### src/rtl/dm_access_arbiter_pkg.sv
// Shared definitions for the data-memory access arbiter.
//   accSize_t   : access size codes as presented on {c,d}_size
//   arbState_t  : arbiter FSM states
//   portId_t    : requester identities (CPU data port, debug/loader port)
//   isIllegal() : misalignment / illegal-size / out-of-range classification
package dm_access_arbiter_pkg;

    localparam int DM_BYTES_DEF = 64;

    typedef enum logic [1:0] {
        SZ_B = 2'b00,
        SZ_H = 2'b01,
        SZ_W = 2'b10,
        SZ_X = 2'b11
    } accSize_t;

    typedef enum logic [1:0] {
        ST_IDLE   = 2'b00,
        ST_ACCESS = 2'b01,
        ST_WRITE  = 2'b10,
        ST_RESP   = 2'b11
    } arbState_t;

    typedef enum logic {
        PORT_C = 1'b0,
        PORT_D = 1'b1
    } portId_t;

    // lastAddr is the highest byte address a full word may start at; every
    // access is checked against it regardless of size.
    function automatic logic isIllegal(input logic [1:0]  size,
                                       input logic [31:0] addr,
                                       input logic [31:0] lastAddr);
        logic bad;
        bad = (size == SZ_X)
            | ((size == SZ_H) & addr[0])
            | ((size == SZ_W) & (addr[1:0] != 2'b00))
            | (addr > lastAddr);
        return bad;
    endfunction

endpackage

### src/rtl/dm_access_arbiter_lane.sv
// Big-endian lane handling for the data-memory arbiter (combinational).
//   rbuf     in  32  word previously read from memory
//   wdata    in  32  store data, right-aligned
//   size     in  2   access size code
//   off      in  2   byte offset within the word
//   sext     in  1   sign-extend sub-word loads
//   merged   out 32  rbuf with the addressed lane(s) replaced by wdata
//   loadData out 32  addressed lane right-aligned, sign- or zero-extended
module dm_lane_unit
    import dm_access_arbiter_pkg::*;
(
    input  logic [31:0] rbuf,
    input  logic [31:0] wdata,
    input  logic [1:0]  size,
    input  logic [1:0]  off,
    input  logic        sext,
    output logic [31:0] merged,
    output logic [31:0] loadData
);

    // Big-endian: offset 0 is the most significant lane, so the bit
    // position of a byte lane is 8*(3-off), which is simply {~off, 3'b000}.
    logic [4:0]  byteLsb;
    logic [4:0]  halfLsb;
    logic [7:0]  byteSel;
    logic [15:0] halfSel;

    assign byteLsb = {~off, 3'b000};
    assign halfLsb = {~off[1], 4'b0000};
    assign byteSel = rbuf[byteLsb +: 8];
    assign halfSel = rbuf[halfLsb +: 16];

    always_comb begin
        merged   = rbuf;
        loadData = rbuf;
        case (accSize_t'(size))
            SZ_B: begin
                merged[byteLsb +: 8] = wdata[7:0];
                loadData = {{24{sext & byteSel[7]}}, byteSel};
            end
            SZ_H: begin
                merged[halfLsb +: 16] = wdata[15:0];
                loadData = {{16{sext & halfSel[15]}}, halfSel};
            end
            SZ_W: begin
                merged   = wdata;
                loadData = rbuf;
            end
            default: begin
                merged   = rbuf;
                loadData = rbuf;
            end
        endcase
    end

endmodule

### src/rtl/dm_access_arbiter.sv
// Data-memory front end shared by the CPU data port (c_*) and the
// debug/loader port (d_*). Round-robin arbitration, byte/half/word loads
// with optional sign extension, sub-word stores as read-modify-write.
//   clk, rst_n          clock, async active-low reset
//   {c,d}_req/we/size/sext/addr/wdata   request and qualifiers, held to ack
//   {c,d}_ack           one-cycle completion pulse
//   rdata               load result during ack, otherwise 0
//   err                 with ack: misaligned, illegal size or out of range
//   mem_addr/wdata/rd/wr, mem_rdata     word-wide memory interface
//
// state     | meaning
// ST_IDLE   | wait for a request, pick a port, latch its qualifiers
// ST_ACCESS | word store, or read of the addressed word into rbuf
// ST_WRITE  | write back rbuf merged with sub-word store data
// ST_RESP   | ack the granted port, present rdata/err
module dm_access_arbiter
    import dm_access_arbiter_pkg::*;
#(
    parameter int DM_BYTES = DM_BYTES_DEF
) (
    input  logic        clk,
    input  logic        rst_n,
    input  logic        c_req,
    input  logic        c_we,
    input  logic [1:0]  c_size,
    input  logic        c_sext,
    input  logic [31:0] c_addr,
    input  logic [31:0] c_wdata,
    output logic        c_ack,
    input  logic        d_req,
    input  logic        d_we,
    input  logic [1:0]  d_size,
    input  logic        d_sext,
    input  logic [31:0] d_addr,
    input  logic [31:0] d_wdata,
    output logic        d_ack,
    output logic [31:0] rdata,
    output logic        err,
    output logic [31:0] mem_addr,
    output logic [31:0] mem_wdata,
    output logic        mem_rd,
    output logic        mem_wr,
    input  logic [31:0] mem_rdata
);

    localparam logic [31:0] LAST_ADDR = 32'(DM_BYTES - 4);

    arbState_t   state, stateNext;
    portId_t     grant, last, pick;
    logic        anyReq;

    logic        selWe, selSext, selIllegal;
    logic [1:0]  selSize;
    logic [31:0] selAddr, selWdata;

    logic        reqWe, reqSext, reqErr;
    logic [1:0]  reqSize;
    logic [31:0] reqAddr, reqWdata, rbuf;

    logic [31:0] mergedWord, loadData;
    logic        isWordStore;

    // Contention goes to the port that was not served last.
    always_comb begin
        anyReq = c_req | d_req;
        if (c_req && d_req) begin
            pick = (last == PORT_C) ? PORT_D : PORT_C;
        end else if (c_req) begin
            pick = PORT_C;
        end else begin
            pick = PORT_D;
        end
    end

    assign selWe      = (pick == PORT_C) ? c_we    : d_we;
    assign selSize    = (pick == PORT_C) ? c_size  : d_size;
    assign selSext    = (pick == PORT_C) ? c_sext  : d_sext;
    assign selAddr    = (pick == PORT_C) ? c_addr  : d_addr;
    assign selWdata   = (pick == PORT_C) ? c_wdata : d_wdata;
    assign selIllegal = isIllegal(selSize, selAddr, LAST_ADDR);

    assign isWordStore = reqWe & (reqSize == SZ_W);

    dm_lane_unit u_lane (
        .rbuf     (rbuf),
        .wdata    (reqWdata),
        .size     (reqSize),
        .off      (reqAddr[1:0]),
        .sext     (reqSext),
        .merged   (mergedWord),
        .loadData (loadData)
    );

    always_ff @(posedge clk or negedge rst_n) begin
        if (!rst_n) begin
            state    <= ST_IDLE;
            grant    <= PORT_C;
            last     <= PORT_D;
            reqWe    <= 1'b0;
            reqSize  <= 2'b00;
            reqSext  <= 1'b0;
            reqAddr  <= '0;
            reqWdata <= '0;
            reqErr   <= 1'b0;
            rbuf     <= '0;
        end else begin
            state <= stateNext;
            if (state == ST_IDLE && anyReq) begin
                grant    <= pick;
                reqWe    <= selWe;
                reqSize  <= selSize;
                reqSext  <= selSext;
                reqAddr  <= selAddr;
                reqWdata <= selWdata;
                reqErr   <= selIllegal;
            end
            if (state == ST_ACCESS && !isWordStore) begin
                rbuf <= mem_rdata;
            end
            if (state == ST_RESP) begin
                last <= grant;
            end
        end
    end

    // All outputs decode from registered state, so an async reset clears
    // mem_wr at once and no partial write can commit on the next negedge.
    always_comb begin
        stateNext = state;
        c_ack     = 1'b0;
        d_ack     = 1'b0;
        rdata     = '0;
        err       = 1'b0;
        mem_addr  = '0;
        mem_wdata = '0;
        mem_rd    = 1'b0;
        mem_wr    = 1'b0;
        case (state)
            ST_IDLE: begin
                if (anyReq) begin
                    stateNext = selIllegal ? ST_RESP : ST_ACCESS;
                end
            end
            ST_ACCESS: begin
                mem_addr = {reqAddr[31:2], 2'b00};
                if (isWordStore) begin
                    mem_wr    = 1'b1;
                    mem_wdata = reqWdata;
                    stateNext = ST_RESP;
                end else begin
                    mem_rd    = 1'b1;
                    stateNext = reqWe ? ST_WRITE : ST_RESP;
                end
            end
            ST_WRITE: begin
                mem_addr  = {reqAddr[31:2], 2'b00};
                mem_wr    = 1'b1;
                mem_wdata = mergedWord;
                stateNext = ST_RESP;
            end
            ST_RESP: begin
                c_ack     = (grant == PORT_C);
                d_ack     = (grant == PORT_D);
                err       = reqErr;
                rdata     = (reqErr || reqWe) ? 32'h0 : loadData;
                stateNext = ST_IDLE;
            end
            default: stateNext = ST_IDLE;
        endcase
    end

endmodule

### config.mk
export PLATFORM = sky130hd
export DESIGN_NAME = dm_access_arbiter
export DESIGN_NICKNAME = d
export VERILOG_FILES = /design/src/rtl/dm_access_arbiter_pkg.sv /design/src/rtl/dm_access_arbiter_lane.sv /design/src/rtl/dm_access_arbiter.sv
export SDC_FILE = /design/constraint.sdc
export NUM_CORES = 1
export LEC_CHECK = 0
export BUFFER_PORTS_ARGS = -buffer_cell sky130_fd_sc_hd__buf_2
export CORE_UTILIZATION = 35
export CTS_BUF_LIST = sky130_fd_sc_hd__clkbuf_4 sky130_fd_sc_hd__clkbuf_8
export CTS_CLUSTER_DIAMETER = 120
export DETAILED_ROUTE_END_ITERATION = 12
export MAX_ROUTING_LAYER = met4
export PLACE_DENSITY_LB_ADDON = 0.15
export SYNTH_ARGS = -nofsm -noshare
export SYNTH_HDL_FRONTEND = slang
export SYNTH_SLANG_ARGS = --single-unit
export TNS_END_PERCENT = 100
### constraint.sdc
create_clock -name clk -period 2.6 [get_ports clk]
set_clock_uncertainty 0.05 [all_clocks]
set_input_delay 0.52 -clock clk [delete_from_list [all_inputs] [get_ports clk]]
set_output_delay 0.52 -clock clk [all_outputs]
set_load 0.01 [all_outputs]
* Yosys cells after proc, flatten, opt, wreduce, memory -nomap -nowiden
Index checks and enable logic that the tools add are counted.
** Cells by class
- Shift operators :: 6
- Add/sub/neg operators :: 2
- Magnitude comparators :: 1
- Equality and inequality tests :: 9
- Reduce and logical (&&, ||, !) cells :: 9
- Multiplexer cells :: 29
- Bitwise operators :: 12
** Operators by type and width (number)
- 32-bit two-way mux :: 6
- 32-bit one-hot mux with 2 select lines :: 2
- 32-bit one-hot mux with 3 select lines :: 1
- 32-bit bitwise mux :: 2
- 32-bit by 6-bit greater-than comparator with 1-bit output, second input constant :: 1
- 16-bit by 7-bit variable shift with 32-bit output, first input constant :: 1
- 8-bit by 7-bit variable shift with 32-bit output, first input constant :: 1
- 16-bit by 7-bit variable part select with 32-bit output :: 1
- 32-bit by 6-bit variable part select with 16-bit output :: 1
- 32-bit by 6-bit variable part select with 8-bit output :: 1
- 8-bit by 7-bit variable part select with 32-bit output :: 1
- 5-bit negation with 7-bit output :: 2
- 1-bit two-way mux :: 13
- 2-bit == test, second input constant :: 5
- 2-bit one-hot mux with 4 select lines :: 1
- 2-bit by 1-bit == test with 1-bit output, second input constant :: 3
- 2-bit two-way mux :: 3
- 1-bit bitwise AND :: 5
- 2-bit logical NOT :: 2
- 1-bit bitwise OR :: 4
- 1-bit logical AND :: 3
- 2-bit inequality test, second input constant :: 1
- 1-bit inverter :: 2
- 2-bit inverter :: 1
- 5 further kinds :: 5
** Storage, ports and cells
- Logic and storage cells :: 78
- Input bits :: 172
- Flip-flop bits (word level) :: 105
- Output and inout bits :: 101

* Longest topological paths before layout
Gate-level depths: netlist (run 1).
- Word-level depth :: 11
- Gate-level depth with buffers :: 8
- Gate-level depth less buffers :: 7

* Hierarchy
A second synthesis (run 1) with hierarchy kept.
** Second synthesis, totals
- Cell total of the unflattened synthesis :: 865
- Area, all modules :: 7696.1 um^2
** Modules (own cells, without submodules)
- dm_access_arbiter :: seq. area each 2628.8 um^2, cells an instance 585, times used 1, area each 5750.5 um^2
- dm_lane_unit :: seq. area each 0.0 um^2, cells an instance 280, times used 1, area each 1945.6 um^2

* Worst setup path before layout (run 1)
No wires, ideal clock.
- Path type :: flip-flop to output port
- Start point :: register reqAddr[1]
- End point :: output mem_wdata[24]
- Setup slack :: -0.244 ns
- Cell stages (with the launch flop) :: 9
- Arrival :: 2.274 ns
- Data required time :: 2.030 ns
- Buffers on the path :: 1
- Cells stage by stage :: dfrtp_1 -> clkbuf_1 -> inv_1 -> ha_1 -> nor4b_2 -> a21oi_1 -> nor2_1 -> a221oi_1 -> o21ai_0
** On the way
- Word-level cells in the longest chain between the ends :: 6
- Elaborated cells between the ends (all ways) :: 12
- Those cells by class :: add/sub: 2; shift: 4; mux: 4; bitwise: 2
** Ends and longest elaborated chain
- from (decl) :: line dm_access_arbiter.sv:58 : logic [31:0] reqAddr, reqWdata, rbuf;
- from (signal assigned) :: line dm_access_arbiter.sv:113 : reqAddr <= selAddr;
- 1-bit inverter / 2-bit inverter (equally long branches) :: line dm_access_arbiter_lane.sv:29, dm_access_arbiter_lane.sv:28
- 5-bit negation with 7-bit output (on tied branches) :: line dm_access_arbiter_lane.sv:42, dm_access_arbiter_lane.sv:38
- 16-bit by 7-bit variable part select with 32-bit output, or another cell as far along :: line dm_access_arbiter_lane.sv:42 : merged[halfLsb +: 16] = wdata[15:0];
- 32-bit bitwise mux (on tied branches) :: line dm_access_arbiter_lane.sv:42, dm_access_arbiter_lane.sv:38
- 32-bit one-hot mux with 3 select lines (*) :: line dm_access_arbiter_lane.sv:36 : case (accSize_t'(size))
- 32-bit one-hot mux with 2 select lines (*) :: line dm_access_arbiter.sv:138 : case (state)
- to (decl) :: line dm_access_arbiter.sv:40 : output logic [31:0] mem_wdata,
Every way passes the cells marked *; elsewhere a longest branch is shown, timed or not.

* Final worst setup path (run 1)
- Start point :: register reqAddr[1]
- End point :: output rdata[27]
** On the way
- Word-level cells in the longest chain between the ends :: 6
- Elaborated cells between the ends (all ways) :: 9
- Those cells by class :: shift: 2; mux: 3; bitwise: 4
** Ends and longest elaborated chain
- 1-bit inverter / 2-bit inverter (equally long branches) :: line dm_access_arbiter_lane.sv:29, dm_access_arbiter_lane.sv:28
- 32-bit by 6-bit variable part select with 16-bit output / 32-bit by 6-bit variable part select with 8-bit output (equally long branches) :: line dm_access_arbiter_lane.sv:31, dm_access_arbiter_lane.sv:30
- 1-bit bitwise AND (on tied branches) :: line dm_access_arbiter_lane.sv:43, dm_access_arbiter_lane.sv:39
- 32-bit one-hot mux with 2 select lines (*) :: line dm_access_arbiter_lane.sv:36
- 32-bit two-way mux (*) :: line dm_access_arbiter.sv:165 : rdata = (reqErr || reqWe) ? 32'h0 : loadData;
- 32-bit two-way mux (*) :: line dm_access_arbiter.sv:138
- to (decl) :: line dm_access_arbiter.sv:37 : output logic [31:0] rdata,
Marked as above.

==> flow_summary.json, run 1 <==
{
  "cts_root_buf": "clkbuf_8",
  "via_count": 6854,
  "cts.sinks": 105,
  "timing_hold_violations_final": 0,
  "worstSetupEndpointType": "primary output",
  "yosys_warnings": 0,
  "violations": "negative setup slack",
  "fmax_mhz": 352,
  "regArea_mm2": 0.00263,
  "slowest_stage": "mux4_2",
  "clkSlewWorstSetupHoldPaths_ns": 0.10,
  "maxSlewViolCount": 0,
  "dieWidth_um": 141,
  "overflow": 0,
  "hpwl_mm": 18.7,
  "die_height_um": 141,
  "cp_slowest_stage_delay_ns": 0.47,
  "place_area_mm2": 0.00869,
  "setup_viol": 57,
  "cap_violations": 0,
  "status": "finished, violations left",
  "synthFlopType": "dfrtp_1",
  "rsz0062_at_grt": "true",
  "wl_per_cell_um": 18.9,
  "ir_drop_v": 0.000434,
  "rows": 50,
  "vias_per_cell": 5.29,
  "nNetsFinal": 1212,
  "core-area_mm2": 0.0188,
  "grt_max_degree": 89,
  "wirelength_mm": 24.5,
  "place_congestion": 0.978,
  "cts_tree": "built",
  "min_period_ns": 2.84,
  "hp-class": "input pin to flip-flop",
  "async_flop_share_pct": 100,
  "path_max_fanout": 16,
  "cts_max_path_buffers": 2,
  "start_util_pct": 35.9,
  "synth_top_area_share_pct": 38.5,
  "fin_ws_ns": -0.238,
  "syn_to_final_growth_pct": 39.4,
  "first_pass_iters": 6,
  "ys_types": 56,
  "synth_top_cell_by_area": "dfrtp_1",
  "power.density_mw_per_mm2": 1210,
  "synth_edf_count": 0,
  "multi_input_area_mm2": 0.00420,
  "tns_ns": -9.01,
  "period_share_pct": 109,
  "worst_pin_slew_ns": 0.638,
  "grtUsageTotal_pct": 25.0,
  "syn-instance-count": 732,
  "synth_area_leaders": "dfrtp_1, mux2i_1, o21ai_0",
  "synth_area_mm2": 0.00676,
  "startpoint_type": "flip-flop",
  "fin_total_pwr_mw": 11.4,
  "drive_gt1_share_pct": 44.5,
  "io_buffers": 270,
  "pin_count": 273,
  "ys_ff_latch": 105,
  "cpMostUsedCell": "buf_12",
  "finalInstanceArea_mm2": 0.00943,
  "n_fill_cell": 1827,
  "cp_data_arrival_time_ns": 2.27,
  "antenna_found_initial": 0,
  "cp_cell_sequence": "buf_12 > buf_4 > mux4_2 > a21oi_4 > nor4b_4 > buf_12 > a21o_1 > buf_2",
  "cp.required_ns": 2.03,
  "p_leak_nw": 4.83,
  "clk_latency_ns": 0.39,
  "cts-htree-levels": 3,
  "antenna_cells": 0,
  "drt_iter0_markers": 408,
  "grt_pass1_wl_mm": 36.4,
  "ant_nets": 0,
  "dieArea_mm2": 0.0199,
  "numCtsBuffers": 9,
  "crit_type": "flip-flop to primary output",
  "grt_pass1_vias": 6301,
  "ys_seq_area_share_pct": 38.9,
  "drcViolationCount": 0,
  "syn_area_per_cell_um2": 9.23,
  "relSlewSlack_pct": 57.4
}
-- sequential cells by signal (all words and copies together) (netlist names) --
| signal | cells |
|---|---|
| reqSext | 1 |
| rbuf | 32 |
| reqWe | 1 |
| reqAddr | 32 |
| reqSize | 2 |
| last | 1 |
| grant | 1 |
| state | 2 |
| reqWdata | 32 |
| reqErr | 1 |
-- cell usage after synthesis, types with 7 or more instances --
library cell,instances
dfrtp_1,104
nand2_1,101
nor4_1,9
mux2_2,38
o221ai_1,7
a221o_1,8
nor2b_1,7
a22oi_1,15
a21oi_1,34
ha_1,9
a21o_1,18
a22o_1,12
mux2i_1,86
buf_2,17
nor2_1,35
inv_1,7
o21ai_0,86
a221oi_1,12
and2_1,33
clkbuf_1,28
-- layout make-up --
| class | count | area share, % |
|---|---|---|
| clock buffer | 14 | 1.85 |
| clock inverter | 2 | 0.398 |
| inverter | 8 | 0.372 |
| multi-input combinational | 570 | 44.6 |
| sequential | 105 | 27.9 |
| tap | 260 | 3.45 |
| timing repair buffer | 337 | 21.5 |
-- per-layer routing --
layer	global-route usage, %	vias to the layer above	routed length [um]
met4	6.12	0	323
met1	32.0	3263	10800
met5	-	-	0
li1	-	3273	-
met3	4.25	24	1470
met2	41.1	294	11900
-- final timing paths --
path	start	cells after the start	endpoint	slack, ns
setup / recovery	reqAddr[1]	8	rdata[27]	-0.24
hold / removal	mem_rdata[16]	2	rbuf[16]	0.30
setup reg to reg	reqSize[0]	6	rbuf[22]	0.63
hold reg to reg	reqAddr[14]	2	reqAddr[14]	0.43
max in group asynchronous	rst_n	3	last	1.44
min in group asynchronous	rst_n	2	reqWdata[5]	0.46
-- stage by stage --
stage                     hold WS (ns)  util [%]  std cells  worst slack, ns
final                            0.300      50.1       1296           -0.238
after CTS                        0.288      48.1       1284           -0.227
after global routing             0.291      50.1       1296           -0.326
after detailed placement         0.330      46.2       1262           0.0342
after global placement           0.327      46.2       1262           0.0710
after floorplan                  0.174         -        733           0.0109
-- repair_timing --
action | 4_1_cts | 5_1_grt
setup endpoints to repair | 55 | 89
endpoints found under the hold margin | 9 | 0
hold buffers | 1 | 0
buffers inserted | 6 | 13
pin swaps | 8 | 26
resized for setup | 27 | 76
-- worst max-delay path, delay by kind of cell (launching register included) --
kind	cells	cell delay, ns
simple gates	1	0.07
mux	1	0.47
flops	1	0.45
buf+inv	4	0.55
compound gates	2	0.33
-- kinds of logic (layout without fill, tap and decap cells) --
| kind of cell | count (synthesis) | after routing | synth area share [%] |
|---|---|---|---|
| and+or+nand+nor | 213 | 213 | 15.2 |
| muxes | 125 | 125 | 19.4 |
| AOI/OAI and AO/OA | 221 | 221 | 21.0 |
| adders and majority gates | 9 | 9 | 1.67 |
| other | 1 | 2 | 0.0555 |
| buffers and inverters | 58 | 361 | 3.76 |
| DFF | 105 | 105 | 38.9 |
-- layout by cell type, fill, tap and decap left out, drive strengths merged, types with 14 or more instances in the layout --
master	n
a21o	18
a21oi	34
a22oi	15
and2	34
buf	336
clkbuf	14
dfrtp	104
mux2	38
mux2i	86
nand2	101
nor2	36
o21ai	90
-- power breakdown --
| group | switching, mW | internal, mW |
|---|---|---|
| logic | 3.56 | 3.18 |
| registers | 1.11 | 2.44 |
| clock network | 0.582 | 0.532 |
| total | 5.25 | 6.16 |
No activity file was read; power rests on OpenSTA's default activity.
==> run 2, diff against run 1 <==
--- a/config.mk
+++ b/config.mk
@@ -12,7 +12,9 @@
 export DETAILED_ROUTE_END_ITERATION = 12
 export MAX_ROUTING_LAYER = met4
 export PLACE_DENSITY_LB_ADDON = 0.15
+export RECOVER_POWER = 25
 export SYNTH_ARGS = -nofsm -noshare
 export SYNTH_HDL_FRONTEND = slang
+export SYNTH_HIERARCHICAL = 1
 export SYNTH_SLANG_ARGS = --single-unit
 export TNS_END_PERCENT = 100
==> flow_summary.json, run 2 <==
{
  "status": "finished, violations left",
  "violations": "max-capacitance violations, max-slew violations, negative setup slack",
  "layout_commonest_cell": "buf_2",
  "ys_ff_latch": 105,
  "syn_area_per_cell_um2": 8.90,
  "wirelength_mm": 27.8,
  "async_flop_share_pct": 100,
  "cp.required_ns": 2.03,
  "dp.cells": 1399,
  "hp-start": "mem_rdata[24]",
  "cpMostUsedCell": "buf_4",
  "antenna_found_initial": 0,
  "tns_ns": -21.58,
  "setup_viol": 64,
  "first_pass_iters": 5,
  "p_leak_nw": 5.02,
  "r2r-start": "last",
  "place_congestion": 0.906,
  "drive_gt1_share_pct": 38.7,
  "ant_nets": 0,
  "n_fill_cell": 2125,
  "cts.sinks": 105,
  "grt_pass1_vias": 7367,
  "slowest_stage": "dfrtp_2",
  "ys_types": 57,
  "r2r_slack_ns": 0.49,
  "path_max_fanout": 6,
  "final_cells": 1430,
  "nNetsFinal": 1331,
  "syn-instance-count": 865,
  "synth_common_cells": "nand2_1, dfrtp_1, mux2i_1",
  "synth_area_leaders": "dfrtp_1, mux2i_1, nand2_1",
  "fin_total_pwr_mw": 12.9,
  "synth_area_mm2": 0.00770,
  "cp_data_arrival_time_ns": 2.44,
  "synth_top_area_share_pct": 33.8,
  "timing_hold_violations_final": 0,
  "ir_drop_v": 0.000527,
  "core-area_mm2": 0.0213,
  "numCtsBuffers": 9,
  "most-common-layout-cells": "buf_2, nand2_1, dfrtp_1",
  "hold_ws_ns": 0.300,
  "antenna_cells": 0,
  "cts_tree": "built",
  "post-synth-top-count-cell": "nand2_1",
  "rows": 53,
  "r2r_end": "reqErr",
  "start_util_pct": 36.2,
  "worstRegToRegCells": 5,
  "ys_seq_area_share_pct": 34.2,
  "grtUsageTotal_pct": 25.5,
  "overflow": 0,
  "worstSetupEndpointType": "primary output",
  "min_period_ns": 3.01,
  "synthFlopType": "dfrtp_1",
  "die_height_um": 150,
  "hold_end": "rbuf[24]",
  "rsz0062_at_grt": "true",
  "cap_violations": 1,
  "via_count": 7780,
  "io_buffers": 270,
  "power.density_mw_per_mm2": 1270,
  "wl_per_cell_um": 19.5,
  "grt_max_degree": 59,
  "fin_ws_ns": -0.412,
  "relSlewSlack_pct": -4.54,
  "crit_type": "flip-flop to primary output",
  "cp_slowest_stage_delay_ns": 0.48,
  "clkSlewWorstSetupHoldPaths_ns": 0.11,
  "startpoint_type": "flip-flop",
  "drt_iter0_markers": 460,
  "cts_max_path_buffers": 2,
  "yosys_warnings": 6,
  "maxSlewViolCount": 29,
  "hp-class": "input pin to flip-flop",
  "cts_root_buf": "clkbuf_8",
  "dieWidth_um": 150,
  "period_share_pct": 116,
  "fmax_mhz": 332,
  "synth_edf_count": 0,
  "hpwl_mm": 21.1,
  "cp_cell_sequence": "buf_4 > ha_4 > nor4_2 > buf_4 > a32oi_1 > o221ai_1 > a22oi_1 > nor2b_1 > buf_2",
  "worst_pin_slew_ns": 1.57,
  "pin_count": 273,
  "grt_pass1_wl_mm": 42.1,
  "drcViolationCount": 0,
  "synth_top_cell_by_area": "dfrtp_1",
  "vias_per_cell": 5.44,
  "cts-htree-levels": 3,
  "hold_depth": 2,
  "top_regs": "rbuf: 32 flops, reqAddr: 32 flops, reqWdata: 32 flops",
  "dieArea_mm2": 0.0226,
  "syn_to_final_growth_pct": 32.5,
  "clk_latency_ns": 0.40
}
-- run 2: cell count changes in the layout (fill, tap and decap cells not counted), sizes merged, moves of 19 or more --
| cell | before | now |
|---|---|---|
| a22oi | 15 | 52 |
| nand2 | 101 | 136 |
| and2 | 34 | 64 |
| nor2b | 7 | 37 |
| a21oi | 34 | 7 |
| a22o | 12 | 36 |
| nor2 | 36 | 17 |
-- run 2: kinds of logic (layout without fill, tap and decap cells) --
family          count (synthesis)  count (layout)  share of synthesized area [%]
other cells                     1               2                         0.0487
buf+inv                        85             374                           4.86
compound gates                239             239                           22.1
mux                           132             132                           18.0
fa+ha+maj                       9               9                           1.46
flops                         105             105                           34.2
simple gates                  294             294                           19.3
-- run 2: stage by stage --
stage	setup WS, ns	instance area [um2]	util, %
finish	-0.412	10200	47.9
detailed placement	-0.118	9690	45.5
global route	-0.541	10200	47.9
floorplan	0.0198	7730	-
CTS	-0.385	9990	46.9
global placement	-0.0904	9690	45.5
-- run 2: how the worst max path moves through the flow --
stage	from	endpoint	slack, ns
6_report	reqAddr[1]	mem_wdata[28]	-0.41
5_1_grt	reqAddr[1]	mem_wdata[22]	-0.54
4_1_cts	reqAddr[1]	rdata[19]	-0.38
3_5_place_dp	reqAddr[1]	mem_wdata[9]	-0.12
3_3_place_gp	reqAddr[1]	mem_wdata[12]	-0.09
2_1_floorplan	reqAddr[1]	mem_wdata[16]	0.02
-- run 2: layout make-up --
cell class / count / area [um2] / area share (%)
Clock inverter: 5 / 41.3 / 0.405
Sequential cell: 105 / 2630 / 25.8
Multi-Input combinational cell: 676 / 4900 / 48.1
Timing Repair Buffer: 346 / 2080 / 20.4
Clock buffer: 11 / 139 / 1.36
Inverter: 12 / 53.8 / 0.528
Tap cell: 275 / 344 / 3.37
-- run 2: worst max-delay path: cells and delay by family (launching register included) --
kind | cells | cell delay (ns)
buffers and inverters | 3 | 0.49
AOI/OAI and AO/OA | 3 | 0.44
adders and majority gates | 1 | 0.18
and+or+nand+nor | 2 | 0.46
DFF | 1 | 0.48
-- run 2: power breakdown --
| part | internal, mW | switching, mW |
|---|---|---|
| Clock | 0.382 | 0.642 |
| Combinational | 4.03 | 4.13 |
| Sequential | 2.45 | 1.29 |
-- run 2: per-layer routing --
| layer | share of wire [%] | up-vias | global-route usage, % |
|---|---|---|---|
| met5 | 0 | - | - |
| met4 | 2.0 | 0 | 7.17 |
| met3 | 4.7 | 27 | 4.00 |
| met2 | 50 | 261 | 43.0 |
| met1 | 43 | 3750 | 31.4 |
| li1 | - | 3742 | - |
-- run 2: what timing repair did --
item | CTS | global route
buffers inserted | 6 | 8
endpoints found under the setup margin | 64 | 65
hold buffers | 1 | 0
cloned | 0 | 0
gates resized for setup | 19 | 32
hold endpoints to repair | 25 | 0
pin swaps | 19 | 26
